`src/rtl/move_sequencer_if.sv`:
```
// Collision-checker handshake between the move sequencer and the board.
// Candidate fields are held from chk_req until chk_done.
interface move_sequencer_if;
  logic       chk_req;
  logic [4:0] chk_type;
  logic [3:0] chk_x;
  logic [4:0] chk_y;
  logic       chk_done;
  logic       chk_hit;

  modport master (
    output chk_req, chk_type, chk_x, chk_y,
    input  chk_done, chk_hit
  );

  modport slave (
    input  chk_req, chk_type, chk_x, chk_y,
    output chk_done, chk_hit
  );
endinterface

```
`src/rtl/move_sequencer.sv`:
```
// Falling-piece move sequencer: latches key/tick pulses, checks one
// candidate move at a time with the board, commits, rejects or locks.
module move_sequencer #(
  parameter logic [3:0] SPAWN_X = 4'd4,
  parameter logic [4:0] SPAWN_Y = 5'd0
) (
  input  logic             clk,
  input  logic             rst_n,
  input  logic [1:0]       mode,
  input  logic             tick,
  input  logic             rotate,
  input  logic             left,
  input  logic             right,
  input  logic             down,
  input  logic [4:0]       next_type,
  move_sequencer_if.master chk,
  output logic [4:0]       cur_type,
  output logic [3:0]       cur_x,
  output logic [4:0]       cur_y,
  output logic             lock,
  output logic             spawn_ack,
  output logic             game_over
);

  typedef enum logic [2:0] {
    S_IDLE, S_SPAWN, S_READY, S_ISSUE,
    S_WAIT, S_LOCK, S_OVER
  } state_t;

  typedef enum logic [2:0] {
    E_SPAWN, E_TICK, E_ROT,
    E_LEFT, E_RIGHT, E_DOWN
  } evt_t;

  state_t     state, state_n;
  evt_t       evt, evt_n, pick_evt;
  logic [4:0] pend, pend_n;
  logic [4:0] pulse, avail, sel, clr;
  logic [4:0] cand_type;
  logic [3:0] cand_x;
  logic [4:0] cand_y;
  logic       playing, pick, commit;

  assign playing = |mode;
  assign pulse   = {down, right, left, rotate, tick};
  // A pulse in READY is taken the same clk it arrives.
  assign avail   = pend | pulse;
  assign sel     = avail & (~avail + 5'd1);

  always_comb begin
    cand_type = cur_type;
    cand_x    = cur_x;
    cand_y    = cur_y;
    pick_evt  = E_TICK;
    if (|sel) begin
      unique case (1'b1)
        sel[0]: begin
          cand_y   = cur_y + 5'd1;
          pick_evt = E_TICK;
        end
        sel[1]: begin
          cand_type = {cur_type[4:2],
                       cur_type[1:0] + 2'd1};
          pick_evt  = E_ROT;
        end
        sel[2]: begin
          cand_x   = cur_x - 4'd1;
          pick_evt = E_LEFT;
        end
        sel[3]: begin
          cand_x   = cur_x + 4'd1;
          pick_evt = E_RIGHT;
        end
        sel[4]: begin
          cand_y   = cur_y + 5'd1;
          pick_evt = E_DOWN;
        end
        default: ;
      endcase
    end
  end

  always_comb begin
    state_n = state;
    evt_n   = evt;
    clr     = '0;
    pick    = 1'b0;
    commit  = 1'b0;
    if (!playing) begin
      state_n = S_IDLE;
    end else begin
      unique case (state)
        S_IDLE:  state_n = S_SPAWN;
        S_SPAWN: begin
          state_n = S_ISSUE;
          evt_n   = E_SPAWN;
        end
        S_READY: if (|avail) begin
          state_n = S_ISSUE;
          evt_n   = pick_evt;
          pick    = 1'b1;
          clr     = sel | {sel[0], 4'b0};
        end
        S_ISSUE: state_n = S_WAIT;
        S_WAIT: if (chk.chk_done) begin
          if (!chk.chk_hit) begin
            commit  = (evt != E_SPAWN);
            state_n = S_READY;
          end else if (evt == E_SPAWN) begin
            state_n = S_OVER;
          end else if (evt == E_TICK ||
                       evt == E_DOWN) begin
            state_n = S_LOCK;
          end else begin
            state_n = S_READY;
          end
        end
        S_LOCK:  state_n = S_SPAWN;
        S_OVER:  state_n = S_OVER;
        default: state_n = S_IDLE;
      endcase
    end
    // Consumed flag re-arms only if it was already set.
    for (int i = 0; i < 5; i++) begin
      pend_n[i] = clr[i] ? (pend[i] & pulse[i])
                         : (pend[i] | pulse[i]);
    end
    if (!playing || state == S_OVER) pend_n = '0;
  end

  always_ff @(posedge clk or negedge rst_n) begin
    if (!rst_n) begin
      state        <= S_IDLE;
      evt          <= E_SPAWN;
      pend         <= '0;
      chk.chk_req  <= 1'b0;
      chk.chk_type <= '0;
      chk.chk_x    <= '0;
      chk.chk_y    <= '0;
      cur_type     <= '0;
      cur_x        <= '0;
      cur_y        <= '0;
      lock         <= 1'b0;
      spawn_ack    <= 1'b0;
      game_over    <= 1'b0;
    end else begin
      state       <= state_n;
      evt         <= evt_n;
      pend        <= pend_n;
      chk.chk_req <= playing && state == S_ISSUE;
      spawn_ack   <= playing && state == S_SPAWN;
      lock        <= state_n == S_LOCK;
      game_over   <= state_n == S_OVER;
      if (playing && state == S_SPAWN) begin
        cur_type     <= next_type;
        cur_x        <= SPAWN_X;
        cur_y        <= SPAWN_Y;
        chk.chk_type <= next_type;
        chk.chk_x    <= SPAWN_X;
        chk.chk_y    <= SPAWN_Y;
      end
      if (pick) begin
        chk.chk_type <= cand_type;
        chk.chk_x    <= cand_x;
        chk.chk_y    <= cand_y;
      end
      if (commit) begin
        cur_type <= chk.chk_type;
        cur_x    <= chk.chk_x;
        cur_y    <= chk.chk_y;
      end
    end
  end

endmodule

```
`src/flat_wrapper.sv`:
```
// flat-port wrapper written by rule: the top's interface ports become plain ports
module move_sequencer_flat 
#(
  parameter logic [3:0] SPAWN_X = 4'd4,
  parameter logic [4:0] SPAWN_Y = 5'd0
)
  (clk, rst_n, mode, tick, rotate, left, right, down, next_type, cur_type, cur_x, cur_y, lock, spawn_ack, game_over, chk_chk_req, chk_chk_type, chk_chk_x, chk_chk_y, chk_chk_done, chk_chk_hit);
  move_sequencer_if chk_i ();
  input  logic clk;
  input  logic rst_n;
  input  logic [1:0] mode;
  input  logic tick;
  input  logic rotate;
  input  logic left;
  input  logic right;
  input  logic down;
  input  logic [4:0] next_type;
  output logic [4:0] cur_type;
  output logic [3:0] cur_x;
  output logic [4:0] cur_y;
  output logic lock;
  output logic spawn_ack;
  output logic game_over;
  output wire logic [$bits(chk_i.chk_req)-1:0] chk_chk_req;
  output wire logic [$bits(chk_i.chk_type)-1:0] chk_chk_type;
  output wire logic [$bits(chk_i.chk_x)-1:0] chk_chk_x;
  output wire logic [$bits(chk_i.chk_y)-1:0] chk_chk_y;
  input wire logic [$bits(chk_i.chk_done)-1:0] chk_chk_done;
  input wire logic [$bits(chk_i.chk_hit)-1:0] chk_chk_hit;
  assign chk_chk_req = chk_i.chk_req;
  assign chk_chk_type = chk_i.chk_type;
  assign chk_chk_x = chk_i.chk_x;
  assign chk_chk_y = chk_i.chk_y;
  assign chk_i.chk_done = chk_chk_done;
  assign chk_i.chk_hit = chk_chk_hit;
  move_sequencer #(.SPAWN_X(SPAWN_X), .SPAWN_Y(SPAWN_Y)) u_core (.clk(clk), .rst_n(rst_n), .mode(mode), .tick(tick), .rotate(rotate), .left(left), .right(right), .down(down), .next_type(next_type), .chk(chk_i), .cur_type(cur_type), .cur_x(cur_x), .cur_y(cur_y), .lock(lock), .spawn_ack(spawn_ack), .game_over(game_over));
endmodule
```
`config.mk`:
```
export PLATFORM = sky130hd
export DESIGN_NAME = move_sequencer_flat
export DESIGN_NICKNAME = d
export VERILOG_FILES = /design/src/rtl/move_sequencer_if.sv /design/src/rtl/move_sequencer.sv /design/src/flat_wrapper.sv
export SDC_FILE = /design/constraint.sdc
export NUM_CORES = 1
export LEC_CHECK = 0
export BUFFER_PORTS_ARGS = -buffer_cell sky130_fd_sc_hd__clkbuf_2
export CORE_UTILIZATION = 55
export CTS_BUF_LIST = sky130_fd_sc_hd__clkbuf_16
export CTS_CLUSTER_DIAMETER = 50
export CTS_CLUSTER_SIZE = 8
export DETAILED_ROUTE_END_ITERATION = 10
export PLACE_DENSITY = 0.79
export SLEW_MARGIN = 10
export SYNTH_ARGS = -nofsm -noshare
export SYNTH_HDL_FRONTEND = slang
export SYNTH_SLANG_ARGS = --single-unit
export TNS_END_PERCENT = 50
```
`constraint.sdc`:
```
create_clock -name clk -period 4.6 [get_ports clk]
set_clock_uncertainty 0.2 [all_clocks]
set_input_delay 0 -clock clk [delete_from_list [all_inputs] [get_ports clk]]
set_output_delay 0 -clock clk [all_outputs]
set_load 0.005 [all_outputs]
```
==> flow_summary.toml, run 1 <==
[power_and_ir_drop]
p_comb_share_pct = 31.9
power_density_mw_per_mm2 = 532.9
p_seq_share_pct = 38.3
ir_drop_mv = 0.3711
p_leak_uw = 0.001286
p_sw_uw = 530.1
swShare_pct = 34.55
pwr-share-clk_pct = 29.8
intPower_uw = 1004

[sta]
setup_violations = 0
rsz0062_at_grt = "no"
final_max_slew_viol_count = 0
worstMarginPinSlew_ns = 1.086
min_period_ns = 3.163
fin_crit_sh_pct = 68.76
hold_viol = 0
setup_tns_ns = 0
fmax_ghz = 0.3162
max-slew-margin-rel_pct = 27.44

[yosys]
synth_cell_types = 51
synth-seq-cells = 43
synth-edff-count = 0
yosysWarnings = 0
synth-main-ff-cell = "dfrtp_1"
synth_cells = 241
ys_seq_area_share_pct = 46.49
async_flop_share_pct = 100.0
syn_nets = 261
synth_area_sq_mm = 0.002315
avgSynthCellArea_sq_um = 9.605

[route]
drtIter0Drc = 108
drt-total-wl_microns = 5441
drt_first_pass_iters = 4
via_count = 2057
avgRoutedWirePerCell_microns = 15.73
drc = 0
via_per_inst = 5.945
ant_nets = 0

[setup_path]
crit_chain = "or4_4 > nor3_1 > inv_1 > ha_1 > a21oi_1 > a2111oi_1 > nor4_1 > nand3b_1"
cp_max_fo = 9
start_kind = "flop"
critPathRequiredTime_ns = 4.56
worst_ep_arrival_time_ns = 3.12
reg2reg_slack_ns = 1.44
critPathMaxStageDelay_ns = 0.60
cp_slowest_cell = "or4_4"
endpoint_kind = "flop"
critical_path_class = "reg2reg"

[run]
cap_violations = 0

[clock_network]
clock_path_buffers = 2
post_cts_buffers = 0
cts_buffers = 5
ctsRootBufferMaster = "clkbuf_16"
clkSlewWorstSetupHoldPaths_ns = 0.06
htree_levels = 2
cts_sinks = 43
clock_latency_ns = 0.28
cts_tree = "yes"

[run_status]
outcome = "finished clean"

[global_routing]
overflow = 0
grt_pass1_wl_microns = 9059
grt_usage_pct = 27.20
antenna_found_initial = 0
grt_pass1_vias = 1920
grt_max_degree = 44

[hold_path]
holdCritPathClass = "in2reg"

[floorplan]
dieArea_sq_mm = 0.004472
rows = 23
start_util_pct = 57.45
core_area_sq_mm = 0.004029
die_w_microns = 66.88
io_pins = 48
die_h_microns = 66.88

[placed_design]
io_buffers = 47
dp_hpwl_microns = 3568
placed_cells = 324
routabilityCongestion = 0.8067

[layout]
stdcell_count = 346
area_growth_pct = 24.38
nets = 315
n_antenna_cell = 0
drive_gt1_share_pct = 23.65
[cells by family (layout without fill, tap and decap cells)]
family,after synthesis,in the layout,share of synthesized area [%]
and+or+nand+nor,103,103,23.62
AOI/OAI and AO/OA,57,57,17.08
DFF,43,43,46.49
buffers and inverters,20,75,4.541
muxes,8,8,3.514
xor gates and xnor gates,6,6,2.270
adders and majority gates,4,4,2.487
[what timing repair did]
action | 4_1_cts | 5_1_grt
hold endpoints to repair | 60 | 0
endpoints found under the setup margin | 0 | 0
gates resized for setup | 0 | 0
hold buffers | 14 | 0
[final timing paths]
path	from	end	depth (start not counted)
worst min register to register	u_core.chk.chk_type[2]$_DFFE_PN0P_	u_core.cur_type[2]$_DFFE_PN0P_	2
worst max-delay path	u_core.pend[0]$_DFF_PN0_	u_core.chk.chk_x[3]$_DFFE_PN0P_	8
max in group asynchronous	rst_n	u_core.cur_y[0]$_DFFE_PN0P_	2
worst min-delay path	mode[0]	u_core.lock$_DFF_PN0_	3
worst max register to register	u_core.pend[0]$_DFF_PN0_	u_core.chk.chk_x[3]$_DFFE_PN0P_	8
min in group asynchronous	rst_n	u_core.pend[1]$_DFF_PN0_	2
[stage by stage]
stage	area (sq um)	power (uW)	worst slack [ns]	utilization (%)	hold WS (ns)
2_1_floorplan	2315	918.1	1.736	-	-0.4956
3_3_place_gp	2546	1058	1.655	63.20	0.03880
3_5_place_dp	2546	1073	1.492	63.20	0.04952
4_1_cts	2879	1540	1.477	71.46	0.06529
5_1_grt	2879	1627	1.342	71.46	0.09751
6_report	2879	1534	1.437	71.46	0.06619
[cell type report]
| class | count | area (sq um) |
|---|---|---|
| Fill cell | 293 | 1150 |
| Multi-Input combinational cell | 178 | 1142 |
| Sequential cell | 43 | 1076 |
| Timing Repair Buffer | 63 | 390.4 |
| Clock buffer | 5 | 125.1 |
| Clock inverter | 3 | 67.56 |
| Tap cell | 50 | 62.56 |
| Inverter | 4 | 15.01 |
[critical path: cells and delay by family, from the launching register on]
family          cells  cell delay (ns)
simple gates        4             1.29
flops               1             0.41
fa+ha+maj           1             0.35
compound gates      2             0.65
buf+inv             1             0.13
[state kept, by name (all words and copies together), names as in the netlist, 3 cells and up]
| signal | flops |
|---|---|
| u_core.evt | 3 |
| u_core.pend | 5 |
| u_core.cur_x | 4 |
| u_core.cur_y | 5 |
| u_core.state | 3 |
| u_core.chk.chk_x | 4 |
| u_core.cur_type | 5 |
| u_core.chk.chk_y | 5 |
| u_core.chk.chk_type | 5 |
[routing by layer]
layer  wire (microns)  track usage [%]
met2             2589            42.17
met4               38            7.447
met1             2516            37.89
met5                0                0
met3              297            6.336
[power by group through the flow]
stage          Sequential, uW  Clock, uW  Combinational [uW]
2_1_floorplan             564          0                 354
3_3_place_gp              589          0                 469
3_5_place_dp              592          0                 480
4_1_cts                   587        462                 492
5_1_grt                   606        477                 544
6_report                  587        457                 490
[synth_stat cells (2+ instances only)]
| cell | count | area share, % |
|---|---|---|
| inv_1 | 4 | 0.65 |
| xnor2_1 | 5 | 1.9 |
| mux2i_1 | 7 | 3.0 |
| a31oi_1 | 2 | 0.54 |
| buf_6 | 3 | 1.5 |
| clkbuf_1 | 7 | 1.1 |
| o211ai_1 | 3 | 0.97 |
| nor2_1 | 10 | 1.6 |
| o21ai_1 | 3 | 0.65 |
| nand3b_1 | 3 | 0.97 |
| o21ai_0 | 18 | 3.9 |
| nand3_1 | 22 | 4.8 |
| nor4_1 | 3 | 0.81 |
| buf_2 | 6 | 1.3 |
| nor4_2 | 2 | 1.1 |
| nor3b_1 | 2 | 0.65 |
| or2_2 | 4 | 1.1 |
| a211oi_1 | 5 | 1.6 |
| dfrtp_1 | 43 | 46 |
| o31ai_1 | 4 | 1.3 |
| nand2_1 | 29 | 4.7 |
| nand4_1 | 2 | 0.54 |
| nor2b_1 | 2 | 0.54 |
| nand2b_1 | 2 | 0.54 |
| a21oi_1 | 7 | 1.5 |
| a22oi_1 | 4 | 1.3 |
| ha_1 | 3 | 1.6 |
| nor3_1 | 13 | 2.8 |
[cells in the final DEF, fill, tap and decap left out, types with 3 or more instances in the layout]
cell type,Yosys,routed
ha_1,3,3
o211ai_1,3,3
clkbuf_16,0,5
clkbuf_2,0,47
nand3_1,22,22
nand2_1,29,29
nor4_1,3,3
o21ai_0,18,18
a22oi_1,4,4
nand3b_1,3,3
mux2i_1,7,7
a21oi_1,7,7
nor2_1,10,10
o31ai_1,4,4
nor3_1,13,13
xnor2_1,5,5
dlygate4sd3_1,0,14
or2_2,4,4
inv_1,4,4
dfrtp_1,43,43
a211oi_1,5,5
o21ai_1,3,3
No activity file was read; power rests on OpenSTA's default activity.
==> run 2, diff against run 1 <==
- CORE_UTILIZATION: 55 -> 54
- PLACE_DENSITY: 0.79 -> 0.78
- clock period: 4.6 -> 3.1 ns (I/O delays scaled with it)
==> flow_summary.toml, run 2 (same netlist as run 1, synthesis figures left out) <==
[global_routing]
overflow = 0
grt_max_degree = 44
grt_usage_pct = 26.82
antenna_found_initial = 0
grt_pass1_wl_microns = 8928
grt_pass1_vias = 1872

[layout]
drive_gt1_share_pct = 24.33
mostFrequentLayoutCell = "clkbuf_2"
final-seq-area_sq_mm = 0.001076
multi_input_area_sq_mm = 0.001142
n_antenna_cell = 0
finish.instance_area_sq_mm = 0.002880
final_cell_mix = "clkbuf_2 (47), dfrtp_1 (43), nand2_1 (29)"
final.fill_count = 304
area_growth_pct = 24.43
nets = 319

[route]
drt-total-wl_microns = 5548
via_count = 2082
drc = 0
avgRoutedWirePerCell_microns = 15.85
via_per_inst = 5.949
ant_nets = 0
drtIter0Drc = 167
drt_first_pass_iters = 4

[clock_network]
clock_path_buffers = 2
ctsRootBufferMaster = "clkbuf_16"
htree_levels = 2
cts_tree = "yes"
clock_latency_ns = 0.28
post_cts_resized = 0
cts_buffers = 5
cts_sinks = 43
clkSlewWorstSetupHoldPaths_ns = 0.06

[run_status]
outcome = "finished clean"

[sta]
hold_viol = 0
min_period_ns = 2.929
max-slew-margin-rel_pct = 29.13
fmax_ghz = 0.3414
final_max_slew_viol_count = 0
rsz0062_at_grt = "no"
setup_violations = 0
fin_crit_sh_pct = 94.49
setup_tns_ns = 0
worstMarginPinSlew_ns = 1.063

[floorplan]
core_area_sq_mm = 0.004058
die_h_microns = 67.47
rows = 23
dieArea_sq_mm = 0.004552
io_pins = 48
start_util_pct = 57.05
die_w_microns = 67.47

[power_and_ir_drop]
power_density_mw_per_mm2 = 764.8
intPower_uw = 1415
p_sw_uw = 787.9
ir_drop_mv = 0.4999
p_comb_share_pct = 34.0
p_leak_uw = 0.001296
power_uw = 2203
swShare_pct = 35.77
p_seq_share_pct = 39.6
pwr-share-clk_pct = 26.3

[setup_path]
start_kind = "flop"
endpoint = "u_core.chk.chk_x[3]$_DFFE_PN0P_"
worst_ep_arrival_time_ns = 2.89
r2r-start = "u_core.pend[0]$_DFF_PN0_"
rr_endpoint = "u_core.chk.chk_x[3]$_DFFE_PN0P_"
critPathRequiredTime_ns = 3.06
endpoint_kind = "flop"
cp_max_fo = 9
crit_chain = "or4_4 > nor3_1 > inv_1 > ha_1 > a21oi_1 > a2111oi_1 > nor4_1 > nand3b_1"
crit_path_start = "u_core.pend[0]$_DFF_PN0_"
cp_slowest_cell = "or4_4"
reg2reg_slack_ns = 0.17
critPathMaxStageDelay_ns = 0.60
critical_path_class = "reg2reg"
r2r.worst_path.cells = 8

[run]
cap_violations = 0

[hold_path]
holdCritPathClass = "in2reg"

[placed_design]
dp_hpwl_microns = 3748
routabilityCongestion = 0.8499
io_buffers = 47
place_area_sq_mm = 0.002576
[run 2: cell types whose count changed in the layout (fill, tap and decap cells not counted), sizes merged]
cell | before | now
clkinv | 0 | 2
clkinvlp | 1 | 0
bufinv | 2 | 1
buf | 2 | 6
[run 2: power groups by stage]
stage / registers (uW) / logic (uW) / clock network (uW)
final: 873 / 749 / 580
after global routing: 899 / 833 / 607
after CTS: 872 / 750 / 586
after detailed placement: 876 / 733 / 0
after global placement: 873 / 712 / 0
after floorplan: 837 / 525 / 0
[run 2: layout make-up]
cell class	instances	area share (%)
inverters	4	0.5213
multi-input cells	178	39.66
clock inverters	3	1.347
clock buffers	5	4.344
repair buffers	67	14.60
flip-flops and latches	43	37.36
well taps	50	2.172
[run 2: worst max-delay path, delay by kind of cell, from the launching register on]
family / cells / cell delay, ns
AO/OA/AOI/OAI: 2 / 0.56
flip-flops: 1 / 0.40
AND/OR/NAND/NOR: 4 / 1.18
buffers and inverters: 1 / 0.12
adder cells (fa/ha/maj): 1 / 0.34
[run 2: how the worst min path moves through the flow]
| stage | start | end | slack (ns) | cells after the start |
|---|---|---|---|---|
| floorplan | rst_n | u_core.chk.chk_req$_DFF_PN0_ | -0.50 | 0 |
| global placement | rst_n | u_core.pend[0]$_DFF_PN0_ | 0.04 | 1 |
| detailed placement | next_type[3] | u_core.chk.chk_type[3]$_DFFE_PN0P_ | 0.05 | 3 |
| CTS | chk_chk_hit | u_core.state[0]$_DFF_PN0_ | 0.12 | 5 |
| global route | chk_chk_hit | u_core.lock$_DFF_PN0_ | 0.15 | 5 |
| finish | chk_chk_hit | u_core.state[0]$_DFF_PN0_ | 0.13 | 5 |
[run 2: what timing repair did]
item / 4_1_cts / 5_1_grt
hold buffers: 14 / 0
hold endpoints to repair: 60 / 0
buffers inserted: 0 / 0
[run 2: metrics by stage]
stage                     cells  hold slack (ns)  util (%)  setup WS (ns)
after detailed placement    328          0.04878     63.49         0.1843
after global routing        350           0.1525     70.98        0.02237
after CTS                   350           0.1162     70.98         0.1896
after global placement      328          0.04104     63.49         0.2975
final                       350           0.1279     70.98         0.1707
after floorplan             241          -0.4956         -         0.2364
[run 2: per-layer routing]
metal	global-route usage (%)	vias to the layer above	wire length, microns
li1	-	999	-
met4	7.979	0	43
met2	42.45	76	2659
met5	0	-	0
met1	37.53	1003	2561
met3	4.392	4	283
==> run 3, diff against run 2 <==
- ABC_AREA: unset -> 1
- CAP_MARGIN: unset -> 5
- CORE_ASPECT_RATIO: unset -> 2
- CORE_UTILIZATION: 54 -> 55
- PLACE_DENSITY: 0.78 -> 0.79
==> flow_summary.toml, run 3 <==
[sta]
setup_slack_ns = 0.7570
fmax_ghz = 0.4268
worstMarginPinSlew_ns = 1.059
final_max_slew_viol_count = 0
setup_tns_ns = 0
setup_violations = 0
timing.hold.ws_ns = 0.03075
hold_viol = 0
max-slew-margin-rel_pct = 29.41
rsz0062_at_grt = "no"
min_period_ns = 2.343
fin_crit_sh_pct = 75.58

[layout]
area_growth_pct = 22.55
nets = 370
final_cell_mix = "nand2_1 (61), nand3_1 (49), clkbuf_2 (47)"
drive_gt1_share_pct = 25.07
mostFrequentLayoutCell = "nand2_1"
final.fill_count = 367
n_antenna_cell = 0

[yosys]
yosys.area.top_type = "dfrtp_1"
synth_fa_ha_area_share_pct = 2.401
synth-seq-cells = 43
netlist.area_leader.share_pct = 44.89
async_flop_share_pct = 100.0
netlist_top_cells_area = "dfrtp_1 (45%), nand3_1 (10%), nand2_1 (9.6%)"
synth_cells = 286
synth_area_sq_mm = 0.002397
synth_compound_area_share_pct = 9.238
yosysWarnings = 0
ys_seq_area_share_pct = 44.89
synthXorXnorAreaFrac_pct = 2.192
avgSynthCellArea_sq_um = 8.382
muxShareOfSynthArea_pct = 0
syn_nets = 306
synth_common_cells = "nand2_1 (61), nand3_1 (49), dfrtp_1 (43), inv_1 (36), nor2_1 (15)"
synth_top_family_by_area = "simple AND/OR/NAND/NOR gates"
synth.most_common_cell = "nand2_1"
yosys.area_share.simple_pct = 32.62
synth-edff-count = 0
synth_cell_types = 31
synth-main-ff-cell = "dfrtp_1"

[global_routing]
grt_pass1_vias = 2167
grt_max_degree = 44
overflow = 0
antenna_found_initial = 0
grt_pass1_wl_microns = 9756
grt_usage_pct = 28.38

[run_status]
outcome = "finished clean"

[route]
ant_nets = 0
drtIter0Drc = 70
drt-total-wl_microns = 5902
drt_first_pass_iters = 5
via_count = 2183
via_per_inst = 5.417
avgRoutedWirePerCell_microns = 14.65
drc = 0

[setup_path]
critPathRequiredTime_ns = 3.08
endpoint_kind = "flop"
start_kind = "primary input"
critPathMaxStageDelay_ns = 0.54
cp_slowest_cell = "dlygate4sd3_1"
cp_max_fo = 5
worst_ep_arrival_time_ns = 2.32
crit_chain = "dlygate4sd3_1 > clkbuf_2 > nor2_1 > nand2_2 > nor2_1 > nand2_1 > ha_1 > nand3_1 > nand3_1 > inv_1 > nand2_1 > nand2_1 > nand2_1 > nand3_1 > nand2_1"
reg2reg_slack_ns = 0.78
critPathBufInv = 3
critPathTopFamily = "simple AND/OR/NAND/NOR gates"
critical_path_class = "in2reg"
crit_path_frequent_cell = "nand2_1"

[floorplan]
die_h_microns = 95.37
rows = 33
dieArea_sq_mm = 0.004643
io_pins = 48
start_util_pct = 58.06
core_area_sq_mm = 0.004129
die_w_microns = 48.69

[clock_network]
cts_sinks = 43
clock_path_buffers = 2
cts_buffers = 5
clkSlewWorstSetupHoldPaths_ns = 0.06
cts_tree = "yes"
clock_latency_ns = 0.28
htree_levels = 2
ctsRootBufferMaster = "clkbuf_16"
post_cts_resized = 0

[power_and_ir_drop]
power_density_mw_per_mm2 = 766.1
p_leak_uw = 0.001520
ir_drop_mv = 0.5611

[hold_path]
holdCritPathClass = "in2reg"

[placed_design]
io_buffers = 47
routabilityCongestion = 0.8966
dp_hpwl_microns = 4195
dp_slack_ns = 0.8893

[run]
cap_violations = 0
## run 3: layout make-up
| cell class | instances | area (sq um) | share of cell area, % |
|---|---|---|---|
| Sequential cell | 43 | 1076 | 36.63 |
| Timing Repair Buffer | 63 | 392.9 | 13.37 |
| Tap cell | 52 | 65.06 | 2.215 |
| Clock buffer | 5 | 125.1 | 4.259 |
| Multi-Input combinational cell | 197 | 1114 | 37.90 |
| Inverter | 40 | 150.1 | 5.111 |
| Clock inverter | 3 | 15.01 | 0.5111 |
## run 3: metrics by stage
step           cell area (sq um)  power [uW]  utilization, %  std cells
2_1_floorplan               2397        1467               -        286
3_3_place_gp                2648        1714           64.12        380
3_5_place_dp                2648        1736           64.12        380
4_1_cts                     2938        2257           71.15        403
5_1_grt                     2938        2413           71.15        403
6_report                    2938        2251           71.15        403
## run 3: metal layers
layer  vias to the layer above  part of all wire, %  track usage (%)
li1                       1053                    -                -
met4                         0                  2.9            13.48
met2                        80                   57            56.13
met1                      1036                   35            28.16
met5                         -                    0                0
met3                        14                  4.2            3.987
## run 3: worst paths after layout
check | from | end | depth (start not counted)
worst min-delay path | mode[1] | u_core.state[0]$_DFF_PN0_ | 5
min in group asynchronous | rst_n | u_core.chk.chk_y[1]$_DFFE_PN0P_ | 2
worst min register to register | u_core.chk.chk_y[4]$_DFFE_PN0P_ | u_core.chk.chk_y[4]$_DFFE_PN0P_ | 2
worst max register to register | u_core.pend[1]$_DFF_PN0_ | u_core.chk.chk_x[3]$_DFFE_PN0P_ | 13
max in group asynchronous | rst_n | u_core.chk.chk_x[0]$_DFFE_PN0P_ | 2
worst max-delay path | rotate | u_core.chk.chk_x[3]$_DFFE_PN0P_ | 15
## run 3: worst min-delay path, cell delays in order
cell	delay [ns]
clkbuf_2	0.10
nor2_4	0.06
inv_2	0.16
nand2_1	0.10
inv_1	0.05
## run 3: cells by family (layout without fill, tap and decap cells)
group	Yosys count	count (layout)
AO/OA/AOI/OAI	34	34
flip-flops	43	43
XOR/XNOR	6	6
AND/OR/NAND/NOR	153	153
buffers and inverters	46	111
adder cells (fa/ha/maj)	4	4
## run 3: report_power, final
group	switching [uW]	internal, uW	total [uW]
sequential	149	733	882
combinational	544	319	863
clock	212	294	505
## run 3: what timing repair did
action                                 4_1_cts  5_1_grt
endpoints found under the hold margin       64        0
buffers inserted                             0        0
hold buffers                                15        0
